## config.mk

```make
export PLATFORM = sky130hd
export DESIGN_NAME = serial_rx_flat
export DESIGN_NICKNAME = d
export VERILOG_FILES = /design/src/rtl/serial_rx_if.sv /design/src/rtl/serial_rx.sv /design/src/flat_wrapper.sv
export SDC_FILE = /design/constraint.sdc
export NUM_CORES = 1
export LEC_CHECK = 0
export CAP_MARGIN = 0
export CORE_ASPECT_RATIO = 1.75
export CORE_MARGIN = 5
export CORE_UTILIZATION = 55
export DETAILED_ROUTE_END_ITERATION = 6
export PLACE_DENSITY_LB_ADDON = 0.1
export SYNTH_ARGS = -nofsm -noshare
export SYNTH_HDL_FRONTEND = slang
export SYNTH_SLANG_ARGS = --single-unit
export TNS_END_PERCENT = 10
```

## constraint.sdc

```tcl
create_clock -name sysclk -period 2.75 [get_ports sysclk]
set_clock_uncertainty 0.2 [all_clocks]
set_input_delay 0.55 -clock sysclk [delete_from_list [all_inputs] [get_ports sysclk]]
set_output_delay 0.55 -clock sysclk [all_outputs]
set_load 0.005 [all_outputs]
```

## src/rtl/serial_rx_if.sv

```systemverilog
// Line-side and consumer-side signals of the 8N1 receiver.
// The master is the host (drives the line and the ack); the slave is the receiver.
interface serial_rx_if;
    logic       serial_in;
    logic       rd_ack;
    logic [7:0] data;
    logic       data_valid;
    logic       frame_err;
    logic       overrun;
    logic       busy;

    modport master (
        output serial_in, rd_ack,
        input  data, data_valid, frame_err, overrun, busy
    );

    modport slave (
        input  serial_in, rd_ack,
        output data, data_valid, frame_err, overrun, busy
    );
endinterface

```

## src/rtl/serial_rx.sv

```systemverilog
// 8N1 serial receiver: byte valid 2+H+9N+1 cycles after the line falls; one-byte holding register.
// No backpressure on the line: a byte arriving while data_valid=1 without rd_ack is dropped and sets overrun.
module serial_rx #(
    parameter int CLKS_PER_BIT = 10416,
    parameter int CNT_W        = $clog2(CLKS_PER_BIT)
) (
    input  logic       sysclk,
    input  logic       reset,
    serial_rx_if.slave bus
);

    typedef enum logic [2:0] {
        IDLE,
        START,
        DATA,
        STOP,
        WAIT_IDLE
    } state_t;

    localparam logic [CNT_W-1:0] TC_HALF = CNT_W'(CLKS_PER_BIT / 2 - 1);
    localparam logic [CNT_W-1:0] TC_BIT  = CNT_W'(CLKS_PER_BIT - 1);

    state_t           state_q;
    logic             sync1_q;
    logic             rx_s_q;
    logic [CNT_W-1:0] cnt_q;
    logic [CNT_W-1:0] cnt_d;
    logic             cnt_tc;
    logic [7:0]       sr_q;
    logic [7:0]       data_q;
    logic             data_valid_q;
    logic             frame_err_q;
    logic             overrun_q;
    logic             busy_q;

    always_comb begin
        cnt_tc = (state_q == START) ? (cnt_q == TC_HALF) : (cnt_q == TC_BIT);
        cnt_d  = cnt_tc ? '0 : cnt_q + 1'b1;
    end

    always_ff @(posedge sysclk or posedge reset) begin
        if (reset) begin
            state_q      <= IDLE;
            sync1_q      <= 1'b1;
            rx_s_q       <= 1'b1;
            cnt_q        <= '0;
            sr_q         <= '0;
            data_q       <= 8'h00;
            data_valid_q <= 1'b0;
            frame_err_q  <= 1'b0;
            overrun_q    <= 1'b0;
            busy_q       <= 1'b0;
        end else begin
            sync1_q     <= bus.serial_in;
            rx_s_q      <= sync1_q;
            frame_err_q <= 1'b0;

            if (bus.rd_ack && data_valid_q) begin
                data_valid_q <= 1'b0;
                overrun_q    <= 1'b0;
            end

            case (state_q)
                IDLE: begin
                    cnt_q <= '0;
                    if (!rx_s_q) begin
                        state_q <= START;
                        busy_q  <= 1'b1;
                    end
                end
                START: begin
                    cnt_q <= cnt_d;
                    if (cnt_tc) begin
                        if (rx_s_q) begin
                            state_q <= IDLE;
                            busy_q  <= 1'b0;
                        end else begin
                            state_q <= DATA;
                            // Marker bit reaches bit 0 just before the eighth sample.
                            sr_q    <= 8'h80;
                        end
                    end
                end
                DATA: begin
                    cnt_q <= cnt_d;
                    if (cnt_tc) begin
                        sr_q <= {rx_s_q, sr_q[7:1]};
                        if (sr_q[0]) begin
                            state_q <= STOP;
                        end
                    end
                end
                STOP: begin
                    cnt_q <= cnt_d;
                    if (cnt_tc) begin
                        if (rx_s_q) begin
                            state_q <= IDLE;
                            busy_q  <= 1'b0;
                            // A same-cycle ack frees the register for the new byte.
                            if (!data_valid_q || bus.rd_ack) begin
                                data_q       <= sr_q;
                                data_valid_q <= 1'b1;
                            end else begin
                                overrun_q <= 1'b1;
                            end
                        end else begin
                            state_q     <= WAIT_IDLE;
                            frame_err_q <= 1'b1;
                        end
                    end
                end
                WAIT_IDLE: begin
                    if (rx_s_q) begin
                        state_q <= IDLE;
                        busy_q  <= 1'b0;
                    end
                end
                default: begin
                    state_q <= IDLE;
                    busy_q  <= 1'b0;
                end
            endcase
        end
    end

    assign bus.data       = data_q;
    assign bus.data_valid = data_valid_q;
    assign bus.frame_err  = frame_err_q;
    assign bus.overrun    = overrun_q;
    assign bus.busy       = busy_q;

endmodule

```

## src/flat_wrapper.sv

```systemverilog
// flat-port wrapper written by rule: the top's interface ports become plain ports
module serial_rx_flat 
#(
    parameter int CLKS_PER_BIT = 10416,
    parameter int CNT_W        = $clog2(CLKS_PER_BIT)
)
  (sysclk, reset, bus_serial_in, bus_rd_ack, bus_data, bus_data_valid, bus_frame_err, bus_overrun, bus_busy);
  serial_rx_if bus_i ();
  input  logic sysclk;
  input  logic reset;
  input wire logic [$bits(bus_i.serial_in)-1:0] bus_serial_in;
  input wire logic [$bits(bus_i.rd_ack)-1:0] bus_rd_ack;
  output wire logic [$bits(bus_i.data)-1:0] bus_data;
  output wire logic [$bits(bus_i.data_valid)-1:0] bus_data_valid;
  output wire logic [$bits(bus_i.frame_err)-1:0] bus_frame_err;
  output wire logic [$bits(bus_i.overrun)-1:0] bus_overrun;
  output wire logic [$bits(bus_i.busy)-1:0] bus_busy;
  assign bus_i.serial_in = bus_serial_in;
  assign bus_i.rd_ack = bus_rd_ack;
  assign bus_data = bus_i.data;
  assign bus_data_valid = bus_i.data_valid;
  assign bus_frame_err = bus_i.frame_err;
  assign bus_overrun = bus_i.overrun;
  assign bus_busy = bus_i.busy;
  serial_rx #(.CLKS_PER_BIT(CLKS_PER_BIT), .CNT_W(CNT_W)) u_core (.sysclk(sysclk), .reset(reset), .bus(bus_i));
endmodule
```

Yosys cells after proc, flatten, opt, wreduce, memory -nomap -nowiden
Index checks and enable logic that the tools add are counted.
- logic and storage cells: 71
- input port bits: 4
- bits in registers: 39
- multiplexer cells: 33
- add/sub/neg operators: 1
- bitwise logic cells: 1
- equality and inequality tests: 14
- reductions and logical operators: 12
- operator list (operator ; number):
    $pmux W14 S2 ; 1
    $mux W8 ; 3
    $mux W3 ; 7
    $mux W1 ; 17
    $pmux W8 S2 ; 1
    $pmux W3 S5 ; 1
    $add A14 B1 Y14 const B ; 1
    $eq A14 B13 Y1 const B ; 1
    $eq A14 B14 Y1 const B ; 1
    $mux W14 ; 1
    $ne A2 B1 Y1 const B ; 6
    $reduce_and A4 Y1 ; 2
    $eq A3 B2 Y1 const B ; 2
    $reduce_and A6 Y1 ; 1
    $ne A2 B2 Y1 const B ; 2
    $pmux W1 S4 ; 1
    $reduce_bool A2 Y1 ; 2
    $eq A3 B1 Y1 const B ; 1
    $eq A3 B3 Y1 const B ; 1
    $logic_not A3 Y1 ; 1
    $reduce_and A3 Y1 ; 1
    $reduce_or A3 Y1 ; 1
    $mux W2 ; 1
    $reduce_or A2 Y1 ; 1
    other kinds (4) ; 4

Logic depth before layout (Yosys ltp)
Gate-level depths: netlist of run 1.
- depth after elaboration: 6
- gate-level depth with buffers: 7

Worst setup path after synthesis of run 1
Ideal clock, no wire load.
- path kind: register -> register
- start: register u_core.cnt_q[6]
- end: register u_core.data_q[1] (netlist: u_core.bus.data[1])
- setup slack: 676 ps
- arrival time: 1746 ps
- data required time: 2422 ps
- path buffers: 0
- stages on the path, launching flop included: 6
- path through: dfrtp_1 nand4b_1 or4_4 nand2_2 nand4b_4 mux2_1
- longest elaborated chain between the ends: 3
- elaborated cells between the ends (all ways): 4
- ends and longest elaborated chain (element ; RTL line ; text):
    from (decl) ; serial_rx.sv:26 ; logic [CNT_W-1:0] cnt_q;
    from (signal assigned) ; serial_rx.sv:72 ; cnt_q <= cnt_d;
    from (signal assigned) ; serial_rx.sv:85 ; cnt_q <= cnt_d;
    from (signal assigned) ; serial_rx.sv:94 ; cnt_q <= cnt_d;
    $eq A14 B14 Y1 or $eq A14 B13 Y1 (tied branches) ; serial_rx.sv:37 ; cnt_tc = (state_q == START) ? (cnt_q == TC_HALF) : (cnt_q == TC_BIT);
    $mux W1 (*) ; serial_rx.sv:37 ;
    $reduce_and A4 Y1 (no line) (*) ; n/a ;
    to (signal assigned) ; serial_rx.sv:101 ; data_q <= sr_q;
    to (decl) ; serial_rx.sv:30 ; logic [7:0] data_q;
Mark *: on every way between the ends. The rest lies on a longest branch, timed or not.
A chain may end at the register's enable or synchronous reset.

Worst setup path after layout of run 1
- start: register u_core.state_q[0]
- end: register u_core.sr_q[3]
- longest elaborated chain between the ends: 4
- elaborated cells between the ends (all ways): 9
- ends and longest elaborated chain (element ; RTL line ; text):
    from (decl) ; serial_rx.sv:23 ; state_t state_q;
    from (signal assigned) ; serial_rx.sv:43 ; state_q <= IDLE;
    from (signal assigned) ; serial_rx.sv:67 ; state_q <= START;
    from (signal assigned) ; serial_rx.sv:75 ; state_q <= IDLE;
    $eq A3 B1 Y1 ; serial_rx.sv:37, serial_rx.sv:63 ;
    $mux W1 ; serial_rx.sv:37 ;
    $ne A2 B1 Y1 (no line) ; n/a ;
    $reduce_and A4 Y1 (no line) ; n/a ;
    to (signal assigned) ; serial_rx.sv:87 ; sr_q <= {rx_s_q, sr_q[7:1]};
    to (decl) ; serial_rx.sv:29 ; logic [7:0] sr_q;
Several ways; a longest one is shown, not always the timed one.

==> reports/qor.txt, run 1 <==
Synth area leaders: dfrtp_1, mux2_2, nand2_1
VDD IR-drop max: 0.000407 V
Initial Util: 0.565
crit path max fanout: 11
worst slew pin tran: 0.467 ns
fill cell count: 257
Final Cycle Share: 0.847
post-synthesis xor/xnor area fraction: 0.00465
Slew Limit Headroom: 0.687
Mapped Nets: 178
Worst setup EP type: register
worst-path cell chain: nor3b_1 -> or4_4 -> a21oi_4 -> nand3_4 -> a22o_1
Synth Cell Area: 1880 sq um
Synth Area in Compound Gates: 0.177
Die X: 54.2 microns
first-pass GRT wire length: 7000 microns
Clock transition at path regs: 0.07 ns
post-synthesis adder-cell area fraction: 0.00665
Yosys cell types: 51
Total GRT Usage: 0.198
post-CTS setup buffer count: 0
layout cells sized above 1: 0.147
Synth Register Bits: 39
clk_lat worst skew: 0.29 ns
area of the core: 3330 sq um
gr ovfl total: 0
crit path DAT: 2.30 ns
antenna diode count: 0
RSZ-0062 raised after global routing: false
simple-gate portion of the synthesized area: 0.202
crit path kind: register to register
top cell type's share of synthesized area: 0.492
Synth top cells by count: dfrtp_1, nand2_1, o21ai_0, a22o_1, mux2_2
status: completed
number of synthesized flops with an enable pin: 0
first-pass detailed-route iteration total: 4
Async S/R FF share, synth: 1.00
post-route insts no fill: 236
hold_buf cts: 0
mux share of post-synthesis cell area: 0.0592
drt wl/cell: 16.2 microns
crit start category: register
post-synth top area cell: dfrtp_1
fin. max-slew vios: 0
worst hold path class: register to register
overall routed net length: 3830 microns
placed cell count: 228
P&R area growth vs syn: 17.4%
Post-Synthesis Cells: 173
clk sinks: 39
CP max stage delay: 0.59 ns
Top FF cell, synth: dfrtp_1
row cnt: 28
H-tree Lvls: 2
DRT iter0 DRCs: 38
Max Fclk: 0.429 GHz
I/O pin cnt: 16
Final HPWL DP: 2730 microns
maximum root-to-sink buffer count: 2
# DRC: 0
buffers added on ports: 15
Sum Neg Setup Slack: 0 ns
Final Hold Violating Endpoints: 0
number of global-route vias before repair: 1541
chip height: 87.4 microns
Ys Warns: 0
Post-CTS Resized: 0
via count: 1430
Final GP Congestion: 0.788
Mapped Avg Cell Area: 10.9 sq um
largest family of logic cells by synthesized area: simple AND/OR/NAND/NOR gates
CTS tree: yes
Num CTS Buffers: 5
Antenna Nets Post-Route: 0
clock root buffer: clkbuf_8
Final setup violation count: 0
leak pwr: 0.967 nW
WP data required: 2.72 ns
number of max-cap violations: 0
register area share after synthesis: 0.520
largest net degree at the start of global routing: 40
initial antenna violation count: 0
net count reported at finish: 195
Reg2Reg Depth: 5
min Tclk post-route: 2.33 ns
Hold Crit Depth: 0
Die Area: 4740 sq um
Slowest cell on crit path: or4_4
PD cells: 522 nW/um^2
via/cell ratio: 6.06
most numerous cell in the Yosys netlist: dfrtp_1
layout by cell type, fill, tap and decap left out, types with 2 or more instances in the layout:
cell             netlist  final
and3_1                 3      3
a31oi_1                2      2
clkdlybuf4s50_1        0     15
or3_1                  3      3
nand2b_1               2      2
dfrtp_1               37     37
inv_1                  6      6
buf_4                  0      3
clkbuf_8               0      5
nor2_1                 7      7
bufinv_16              0      2
o211ai_1               2      2
dfstp_2                2      2
mux2_2                 8      8
nand3_1                4      4
nor3_1                 6      6
o31ai_1                2      2
nand2_1               19     19
nand4_1                5      5
a211o_1                3      3
o21ai_0               11     11
and4_1                 2      2
a21oi_1                5      5
a22o_1                 8      8
critical path: cells and delay by family (launching register included):
family,cells,cell delay [ns]
AND/OR/NAND/NOR,3,0.96
AO/OA/AOI/OAI,2,0.55
flip-flops,1,0.51
per-stage QoR:
step / power [mW] / setup WS [ns] / util / area [sq um] / hold WS (ns)
after floorplan: 0.599 / 0.676 / - / 1880 / 0.145
after global placement: 0.608 / 0.495 / 0.624 / 2080 / 0.150
after detailed placement: 0.608 / 0.448 / 0.624 / 2080 / 0.149
after CTS: 1.17 / 0.417 / 0.664 / 2210 / 0.160
after global routing: 1.20 / 0.306 / 0.664 / 2210 / 0.166
final: 1.15 / 0.421 / 0.664 / 2210 / 0.158
kinds of logic (layout without fill, tap and decap cells):
logic type	count (synthesis)	in the layout
fa+ha+maj	1	1
simple gates	63	63
compound gates	45	45
xor+xnor	1	1
flops	39	39
mux	10	10
buf+inv	14	32
registers in the layout, indices dropped and copies added (netlist names):
signal,cells
u_core.bus.busy,1
u_core.rx_s_q,1
u_core.state_q,3
u_core.bus.frame_err,1
u_core.bus.data,8
u_core.bus.overrun,1
u_core.bus.data_valid,1
u_core.sr_q,8
u_core.sync1_q,1
u_core.cnt_q,14
where the power goes:
part	total (mW)	switching (mW)	internal, mW
sequential	0.577	0.00137	0.576
combinational	0.0188	0.0128	0.00598
clock	0.557	0.194	0.363
total	1.15	0.208	0.945
area by class of cell:
class	instances	area, sq um	area share
multi-input cells	120	846	0.383
clock inverters	2	60.1	0.0272
repair buffers	18	173	0.0782
clock buffers	6	72.6	0.0329
flip-flops and latches	39	978	0.443
well taps	45	56.3	0.0255
inverters	6	22.5	0.0102
worst paths after layout:
path	start	endpoint	slack (ns)
min	u_core.sync1_q	u_core.rx_s_q	0.16
max in group asynchronous	reset	u_core.sync1_q	1.52
min reg2reg	u_core.sync1_q	u_core.rx_s_q	0.16
min in group asynchronous	reset	u_core.cnt_q[0]	0.47
max	u_core.state_q[0]	u_core.sr_q[3]	0.42
max reg2reg	u_core.state_q[0]	u_core.sr_q[3]	0.42
layer usage:
layer  up-vias  part of all wire  wire length, microns  global-route usage
met5         -                 0                     0                   0
met4         0            0.0099                    38              0.0771
met3         4             0.029                   112              0.0480
met2        30              0.57                  2180               0.339
met1       722              0.39                  1510               0.228
li1        674                 -                     -                   -
Power figures use the tool's default switching activity.
==> run 2, diff against run 1 <==
- CORE_UTILIZATION: 55 -> 51
- clock period: 2.75 -> 2 ns (I/O delays scaled with it)
==> reports/qor.txt, run 2 (synthesized netlist as in run 1, its figures left out) <==
post-route insts no fill: 260 (+10%)
Slew Limit Headroom: 0.720 (+0.0332)
first-pass detailed-route iteration total: 4 (unchanged)
Final setup violation count: 18 (+18)
PD cells: 605 nW/um^2 (+16%)
Final Cycle Share: 1.05 (+0.198)
maximum root-to-sink buffer count: 2 (unchanged)
Final GP Congestion: 0.874 (+11%)
crit path DAT: 2.07 ns (-0.23 ns)
overall routed net length: 4500 microns (+17%)
max FFs per register: 14 (unchanged)
clk_lat worst skew: 0.29 ns (about the same)
crit start category: register
Slowest cell on crit path: or4_4
antenna diode count: 0 (unchanged)
Num CTS Buffers: 5 (unchanged)
worst hold path class: register to register
Max Fclk: 0.478 GHz (+11%)
PnR Total Power: 1.48 mW (+28%)
DRT iter0 DRCs: 32 (-16%)
via/cell ratio: 5.78 (-4.7%)
area of the multi-input gates: 906 sq um (+7.1%)
area of the core: 3590 sq um (+7.9%)
initial antenna violation count: 0 (unchanged)
crit path kind: register to register
layout cells sized above 1: 0.285 (+0.138)
worst-path cell chain: nand4b_1 -> or4_4 -> nand2_4 -> nand4b_4 -> mux2_1
Total GRT Usage: 0.189 (-0.00951)
drt wl/cell: 17.3 microns (+6.5%)
Die X: 55.9 microns (+3.1%)
Final Hold Violating Endpoints: 0 (unchanged)
min Tclk post-route: 2.09 ns (-0.239 ns)
chip height: 90.4 microns (+3.4%)
clock root buffer: clkbuf_8
Die Area: 5050 sq um (+6.7%)
status: finished, violations left
VDD IR-drop max: 0.000698 V (+72%)
number of global-route vias before repair: 1617 (+4.9%)
number of max-cap violations: 0 (unchanged)
row cnt: 29 (+3.6%)
CP max stage delay: 0.52 ns (-0.07 ns)
I/O pin cnt: 16 (unchanged)
H-tree Lvls: 2 (unchanged)
Clock transition at path regs: 0.08 ns (about the same)
Worst Slack Setup Final: -0.0904 ns (-0.511 ns)
delay-heaviest family, CP: simple AND/OR/NAND/NOR gates
via count: 1502 (+5.0%)
# DRC: 0 (unchanged)
gr ovfl total: 0 (unchanged)
Largest Register: u_core.cnt_q
P&R area growth vs syn: 29.6%
Worst Path Buf+Inv: 0 (unchanged)
worst slew pin tran: 0.420 ns (-0.0468 ns)
Worst setup EP type: register
Antenna Nets Post-Route: 0 (unchanged)
crit path max fanout: 8 (-3)
Sum Neg Setup Slack: -0.841 ns (-0.841 ns)
largest net degree at the start of global routing: 31 (-23%)
post-place setup slack: -0.0921 ns (-0.540 ns)
Initial Util: 0.524 (-0.0416)
buffers added on ports: 15 (unchanged)
clk sinks: 39 (unchanged)
fin. max-slew vios: 0 (unchanged)
failing checks: negative setup slack
RSZ-0062 raised after global routing: true
Reg area: 981 sq um (+0.26%)
most common cell after layout, fill and taps aside: dfrtp_1
net count reported at finish: 218 (+12%)
commonest non-fill, non-tap cells in the layout: dfrtp_1, buf_4, nand2_1
Final HPWL DP: 3230 microns (+18%)
first-pass GRT wire length: 7630 microns (+9.0%)
fill cell count: 256 (-0.39%)
placed cell count: 249 (+9.2%)
CTS tree: yes
leak pwr: 1.08 nW (+12%)
WP data required: 1.98 ns (-0.74 ns)
-- run 2: timing repair --
item                       CTS  global route
buffers inserted             3             0
pin swaps                    9             3
resized for setup            7             8
setup endpoints to repair   21            29
hold buffers                 0             0
-- run 2: layout make-up --
cell class / count / area share
multi-input cells: 120 / 0.371
flip-flops and latches: 39 / 0.402
well taps: 46 / 0.0236
repair buffers: 41 / 0.148
clock buffers: 6 / 0.0298
inverters: 6 / 0.00924
clock inverters: 2 / 0.0154
-- run 2: worst paths after layout --
check	startpoint	endpoint	slack (ns)	cells past startpoint
hold reg to reg	u_core.sync1_q	u_core.rx_s_q	0.16	0
setup / recovery	u_core.cnt_q[6]	u_core.bus.data[1]	-0.09	5
max in group asynchronous	reset	u_core.cnt_q[13]	0.89	3
min in group asynchronous	reset	u_core.state_q[2]	0.20	2
setup reg to reg	u_core.cnt_q[6]	u_core.bus.data[1]	-0.09	5
hold / removal	u_core.sync1_q	u_core.rx_s_q	0.16	0
-- run 2: power by group --
part	internal (mW)	switching (mW)
Clock	0.372	0.279
Sequential	0.791	0.000841
Combinational	0.0121	0.0209
-- run 2: per-layer routing --
metal | global-route usage | share of wire | up-vias
met5 | 0 | 0 | -
met4 | 0.0772 | 0.021 | 0
met3 | 0.0286 | 0.015 | 10
met2 | 0.365 | 0.59 | 20
met1 | 0.195 | 0.37 | 749
li1 | - | - | 723
-- run 2: worst register-to-register path, delay by kind of cell (launching register included) --
family | cells | cell delay, ns
DFF | 1 | 0.40
muxes | 1 | 0.36
and+or+nand+nor | 4 | 1.03
-- run 2: through the flow --
step / utilization / cell area (sq um) / hold WS [ns]
CTS: 0.673 / 2420 / 0.161
global placement: 0.625 / 2240 / 0.148
finish: 0.679 / 2440 / 0.160
floorplan: - / 1890 / 0.145
detailed placement: 0.625 / 2240 / 0.149
global route: 0.679 / 2440 / 0.171
